## config.mk

```make
export PLATFORM = sky130hd
export DESIGN_NAME = gpu_sprite_mem_responder
export DESIGN_NICKNAME = d
export VERILOG_FILES = /design/src/rtl/gpu_sprite_mem_responder.sv
export SDC_FILE = /design/constraint.sdc
export NUM_CORES = 1
export LEC_CHECK = 0
export CORE_ASPECT_RATIO = 0.9
export CORE_MARGIN = 2
export CORE_UTILIZATION = 40
export CTS_CLUSTER_DIAMETER = 150
export DETAILED_ROUTE_END_ITERATION = 10
export PLACE_DENSITY = 0.68
export SKIP_CTS_REPAIR_TIMING = 1
export SYNTH_ARGS = -nofsm -noshare
export SYNTH_HDL_FRONTEND = slang
export SYNTH_SLANG_ARGS = --single-unit
```

## constraint.sdc

```tcl
create_clock -name clk -period 5 [get_ports clk]
set_clock_uncertainty 0.1 [all_clocks]
set_input_delay 1 -clock clk [delete_from_list [all_inputs] [get_ports clk]]
set_output_delay 1 -clock clk [all_outputs]
set_load 0.02 [all_outputs]
```

## src/rtl/gpu_sprite_mem_responder.sv

```systemverilog
// ============================================================================
// gpu_sprite_mem_responder: AXI-style read responder in front of a 1-cycle
// synchronous sprite RAM. Optional macro: GPU_SPRITE_MEM_RANGE_CHECK_EN.
// Revision: 1.0
// ============================================================================
`timescale 1ns/1ps
`default_nettype none

module gpu_sprite_mem_responder #(
  parameter logic [31:0] ADDR_BASE   = 32'h0000_0000,
  parameter int          DEPTH_WORDS = 4096
) (
  input  logic                           clk,
  input  logic                           rst,
  input  logic                           axi_arvalid,
  output logic                           axi_arready,
  input  logic [31:0]                    axi_araddr,
  output logic                           axi_rvalid,
  input  logic                           axi_rready,
  output logic [31:0]                    axi_rdata,
  output logic [1:0]                     axi_rresp,
  output logic                           mem_en,
  output logic [$clog2(DEPTH_WORDS)-1:0] mem_addr,
  input  logic [31:0]                    mem_rdata
);

  localparam int c_aw = $clog2(DEPTH_WORDS);
  localparam logic [1:0] c_okay   = 2'b00;
  localparam logic [1:0] c_slverr = 2'b10;

  logic [31:0] w_addr_off;
  logic [29:0] w_word_idx;
  logic        w_ar_hs;
  logic        w_range_err;
  logic        w_unused_lo;

  assign w_addr_off  = axi_araddr - ADDR_BASE;
  assign w_word_idx  = w_addr_off[31:2];
  assign w_ar_hs     = axi_arvalid && axi_arready;
  assign w_unused_lo = ^w_addr_off[1:0];

`ifdef GPU_SPRITE_MEM_RANGE_CHECK_EN
  localparam logic [29:0] c_depth = 30'(DEPTH_WORDS);
  assign w_range_err = (axi_araddr < ADDR_BASE) || (w_word_idx >= c_depth);
`else
  logic w_unused_hi;
  assign w_range_err = 1'b0;
  assign w_unused_hi = ^(w_word_idx >> c_aw);
`endif

  assign mem_en   = w_ar_hs && !w_range_err;
  assign mem_addr = w_word_idx[c_aw-1:0];

  // In-flight stage: RAM data for this request arrives one cycle later.
  logic        r_if_valid;
  logic        r_if_err;
  logic        r_arready;
  logic [1:0]  r_count;
  logic [1:0]  r_wr_ptr;
  logic [1:0]  r_rd_ptr;
  logic [33:0] r_fifo [3];

  logic        w_push;
  logic        w_pop;
  logic [33:0] w_push_entry;
  logic [33:0] w_head;
  logic [1:0]  w_count_next;
  logic        w_arready_next;

  function automatic logic [1:0] ptr_inc(input logic [1:0] p);
    return (p == 2'd2) ? 2'd0 : p + 2'd1;
  endfunction

  assign w_push         = r_if_valid;
  assign w_pop          = axi_rvalid && axi_rready;
  assign w_push_entry   = r_if_err ? {32'h0, c_slverr} : {mem_rdata, c_okay};
  assign w_count_next   = r_count + 2'(w_push) - 2'(w_pop);
  // Credit covers both FIFO entries and the request still in flight.
  assign w_arready_next = ({1'b0, w_count_next} + 3'(w_ar_hs)) < 3'd3;

  always_ff @(posedge clk) begin
    if (rst) begin
      r_if_valid <= 1'b0;
      r_if_err   <= 1'b0;
      r_count    <= 2'd0;
      r_wr_ptr   <= 2'd0;
      r_rd_ptr   <= 2'd0;
      r_arready  <= 1'b1;
    end else begin
      r_if_valid <= w_ar_hs;
      r_if_err   <= w_ar_hs && w_range_err;
      r_count    <= w_count_next;
      r_arready  <= w_arready_next;
      if (w_push) r_wr_ptr <= ptr_inc(r_wr_ptr);
      if (w_pop)  r_rd_ptr <= ptr_inc(r_rd_ptr);
    end
  end

  always_ff @(posedge clk) begin
    if (w_push) r_fifo[r_wr_ptr] <= w_push_entry;
  end

  // Outputs are forced idle while rst is high; r_arready is preset so the
  // block accepts in the very first cycle after reset releases.
  assign w_head      = r_fifo[r_rd_ptr];
  assign axi_arready = r_arready && !rst;
  assign axi_rvalid  = !rst && (r_count != 2'd0);
  assign axi_rdata   = axi_rvalid ? w_head[33:2] : 32'h0;
  assign axi_rresp   = axi_rvalid ? w_head[1:0]  : 2'b00;

endmodule

`default_nettype wire

```

==> key figures <==
Floorplanning
  – Core area: around 11000 µm²
  – Die Ht: slightly above 100 µm
  – Starting density of the core: 0.405
  – Die area: ~12000 µm²
  – Placement Rows: 36
  – # IOs: approximately 120
  – Die W: approximately 110 µm

Setup path
  – CP cell instances: clkdlybuf4s50_1 -> o21bai_1 -> inv_1 -> buf_4 -> and2_1 -> clkdlybuf4s50_1
  – CP top delay family: buffers and inverters
  – CP Data Arrival Time: ~3 ns
  – CP Max Fanout: 17
  – CP endpoint kind: primary output
  – Crit path max-delay cell type: clkdlybuf4s50_1
  – Crit-path max cell delay: roughly 0.63 ns
  – CP Class: primary input to primary output
  – Critical Path Most Common Cell: clkdlybuf4s50_1
  – Reg2Reg Setup Slack: around 3.1 ns
  – Startpoint Class: primary input
  – Crit path buffers/inverters: 4
  – Required time of the critical path: a little under 4 ns

Worst hold path
  – Worst hold-check path type: register to register

Drt
  – WL/cell: around 14 µm
  – Top Layer Used: met4
  – Pre-antenna DRT Iters: 4
  – Vias: ~2400
  – 1st-iter DRT viols: 98
  – Drt via density: between 4 and 5
  – Post-Route WL: approximately 7.1 mm
  – WL met2: 3.48 mm
  – Final ANT Viol Nets: 0
  – WL met3: slightly above 300 µm
  – DRT met1 WL: between 3 and 4 mm
  – DRC viols: 0

Place
  – GP Congestion: 0.698
  – Dpl hpwl: approximately 4.2 mm
  – Area after DPL: roughly 5100 µm²
  – Port bufs: 70

Clock network
  – Clk slew on worst S/H paths: ~0.060 ns
  – Clock root cell: clkbuf_16
  – Clk sinks: 106
  – H-Tree Depth: 3
  – TritonCTS Buffers: 9
  – Maximum root-to-sink buffer count: 2
  – Clock Latency Late Sink: between 0.3 and 0.4 ns
  – CTS tree: done

Synth
  – Synthesized area: 4330 µm²
  – Synth top area cells: edfxtp_1, mux2i_1, and2_1
  – Synth Register Bits: approximately 110
  – Netlist cell types: 26
  – Area leader, netlist: edfxtp_1
  – Post-synthesis sequential area ratio: 0.713
  – EDFF count, synth: 96
  – Top cell type's share of synthesized area: 0.666
  – Synth warnings: 0
  – Top_reg_cell synth: edfxtp_1
  – Commonest cells post-synth: edfxtp_1, nand2_1, o21ai_0, and2_1, mux2i_1
  – Most frequent cell after synthesis: edfxtp_1
  – Async SR Flop Fraction: 0
  – Cells after synthesis: slightly above 300
  – Synthesized area per cell: approximately 14 µm²

Power and ir drop
  – Int Power: about 1.4 mW
  – Comb pwr share: 0.076
  – Seq pwr share: 0.574
  – Max VDD drop: roughly 0.00015 V
  – Switching pwr: ~360 µW
  – Share of total power in the clock network: 0.350
  – LEAKAGE: 1.70 nW
  – Switching share of total power: 0.205
  – Pwr/cell area: 330 nW/µm²

Timing
  – Worst relative slew slack: 0.260
  – Fin Setup TNS: 0 ns
  – Final setup vio count: 0
  – Maximum clock frequency: between 0.2 and 0.25 GHz
  – RSZ-0062 raised after global routing: false
  – Fin. max-slew vios: 0
  – Final hold violation count: 0
  – Slew of the pin with the lowest slew margin: 1.11 ns
  – Period utilisation layout: 0.814
  – Hold slack final: 0.412 ns
  – Minimum clock period: 4.07 ns

GRT
  – Total Routing Usage GR: 0.128
  – Global-route wire length before repair: ~11 mm
  – Vias in the first global route: 2329
  – Largest net degree at the start of global routing: between 60 and 70
  – Total grt overflow: 0
  – Initial antenna violation count: 0

Layout
  – ANT cells: 0
  – Final #Nets: between 400 and 500
  – Layout area overhead: 23.1%
  – Post-route design area: between 5000 and 6000 µm²
  – Layout cells sized above 1: 0.0681
  – Fin util: 0.499

Run
  – Max-Cap Viols: 0

Outcome
  – Run status: complete, no violations
[final timing paths]
check	depth (start not counted)	startpoint	to
setup / recovery	6	rst	axi_rdata[1]
hold / removal	2	r_rd_ptr[0]	register
setup reg to reg	7	r_count[0]	r_arready
hold reg to reg	2	r_rd_ptr[0]	register
[power by group through the flow]
stage	registers, mW	logic [mW]	clock network (mW)
after detailed placement	1.03	0.136	0
after floorplan	1.02	0.0901	0
final	1.01	0.134	0.616
after CTS	1.01	0.137	0.632
after global routing	1.01	0.148	0.668
after global placement	1.03	0.134	0
[registers in the layout, summed over array words and instances, names as in the netlist, named ones only]
register    cells
r_rd_ptr        2
r_if_valid      1
r_count         2
r_wr_ptr        2
r_arready       1
r_fifo         96
[cell type report]
class                      count  area, µm²
fill                         903       5350
inverter                       3       11.3
multi-input combinational    168       1070
sequential                   106       3090
clock buffer                  11        233
clock inverter                 5       31.3
timing repair buffer          74        731
tap                          133        166
[worst reg2reg max path, stage by stage (launching register included)]
cell and delay [ns]:
dfxtp_1 0.35, nand2b_1 0.15, o21ai_0 0.15, ha_1 0.26, ha_1 0.18, ha_1 0.26
a21oi_1 0.06, or2_2 0.26
[cell usage in the layout (no fill, tap or decap), types with 3 or more instances in the layout]
cell             count
nor2b_1              3
ha_1                 3
and2_1              34
nor2_1               3
o21ai_0             35
nand2_1             37
mux2i_1             32
edfxtp_1            96
a21oi_1              6
buf_4                4
dfxtp_1              8
inv_1                3
clkbuf_16            9
clkdlybuf4s50_1     70
[metal layers]
metal,vias up,global-route usage
met5,-,0
met4,0,0.0666
met3,12,0.0282
met2,55,0.221
met1,1134,0.152
li1,1187,-
[metrics by stage]
step | setup slack, ns | total power, mW | instances
floorplan | 1.58 | 1.11 | 306
global placement | 0.924 | 1.16 | 484
detailed placement | 0.898 | 1.17 | 484
CTS | 0.907 | 1.78 | 500
global route | 0.784 | 1.83 | 500
finish | 0.931 | 1.76 | 500
[logic make-up (layout without fill, tap and decap cells)]
group,count (synthesis),after routing,share of synthesized area
AOI/OAI and AO/OA,43,43,0.0512
xor gates and xnor gates,1,1,0.00202
adders and majority gates,3,3,0.00868
buffers and inverters,32,93,0.0460
DFF,106,106,0.713
muxes,34,34,0.0792
other,1,2,0.000867
and+or+nand+nor,85,85,0.0995
No activity file was read; power rests on OpenSTA's default activity.
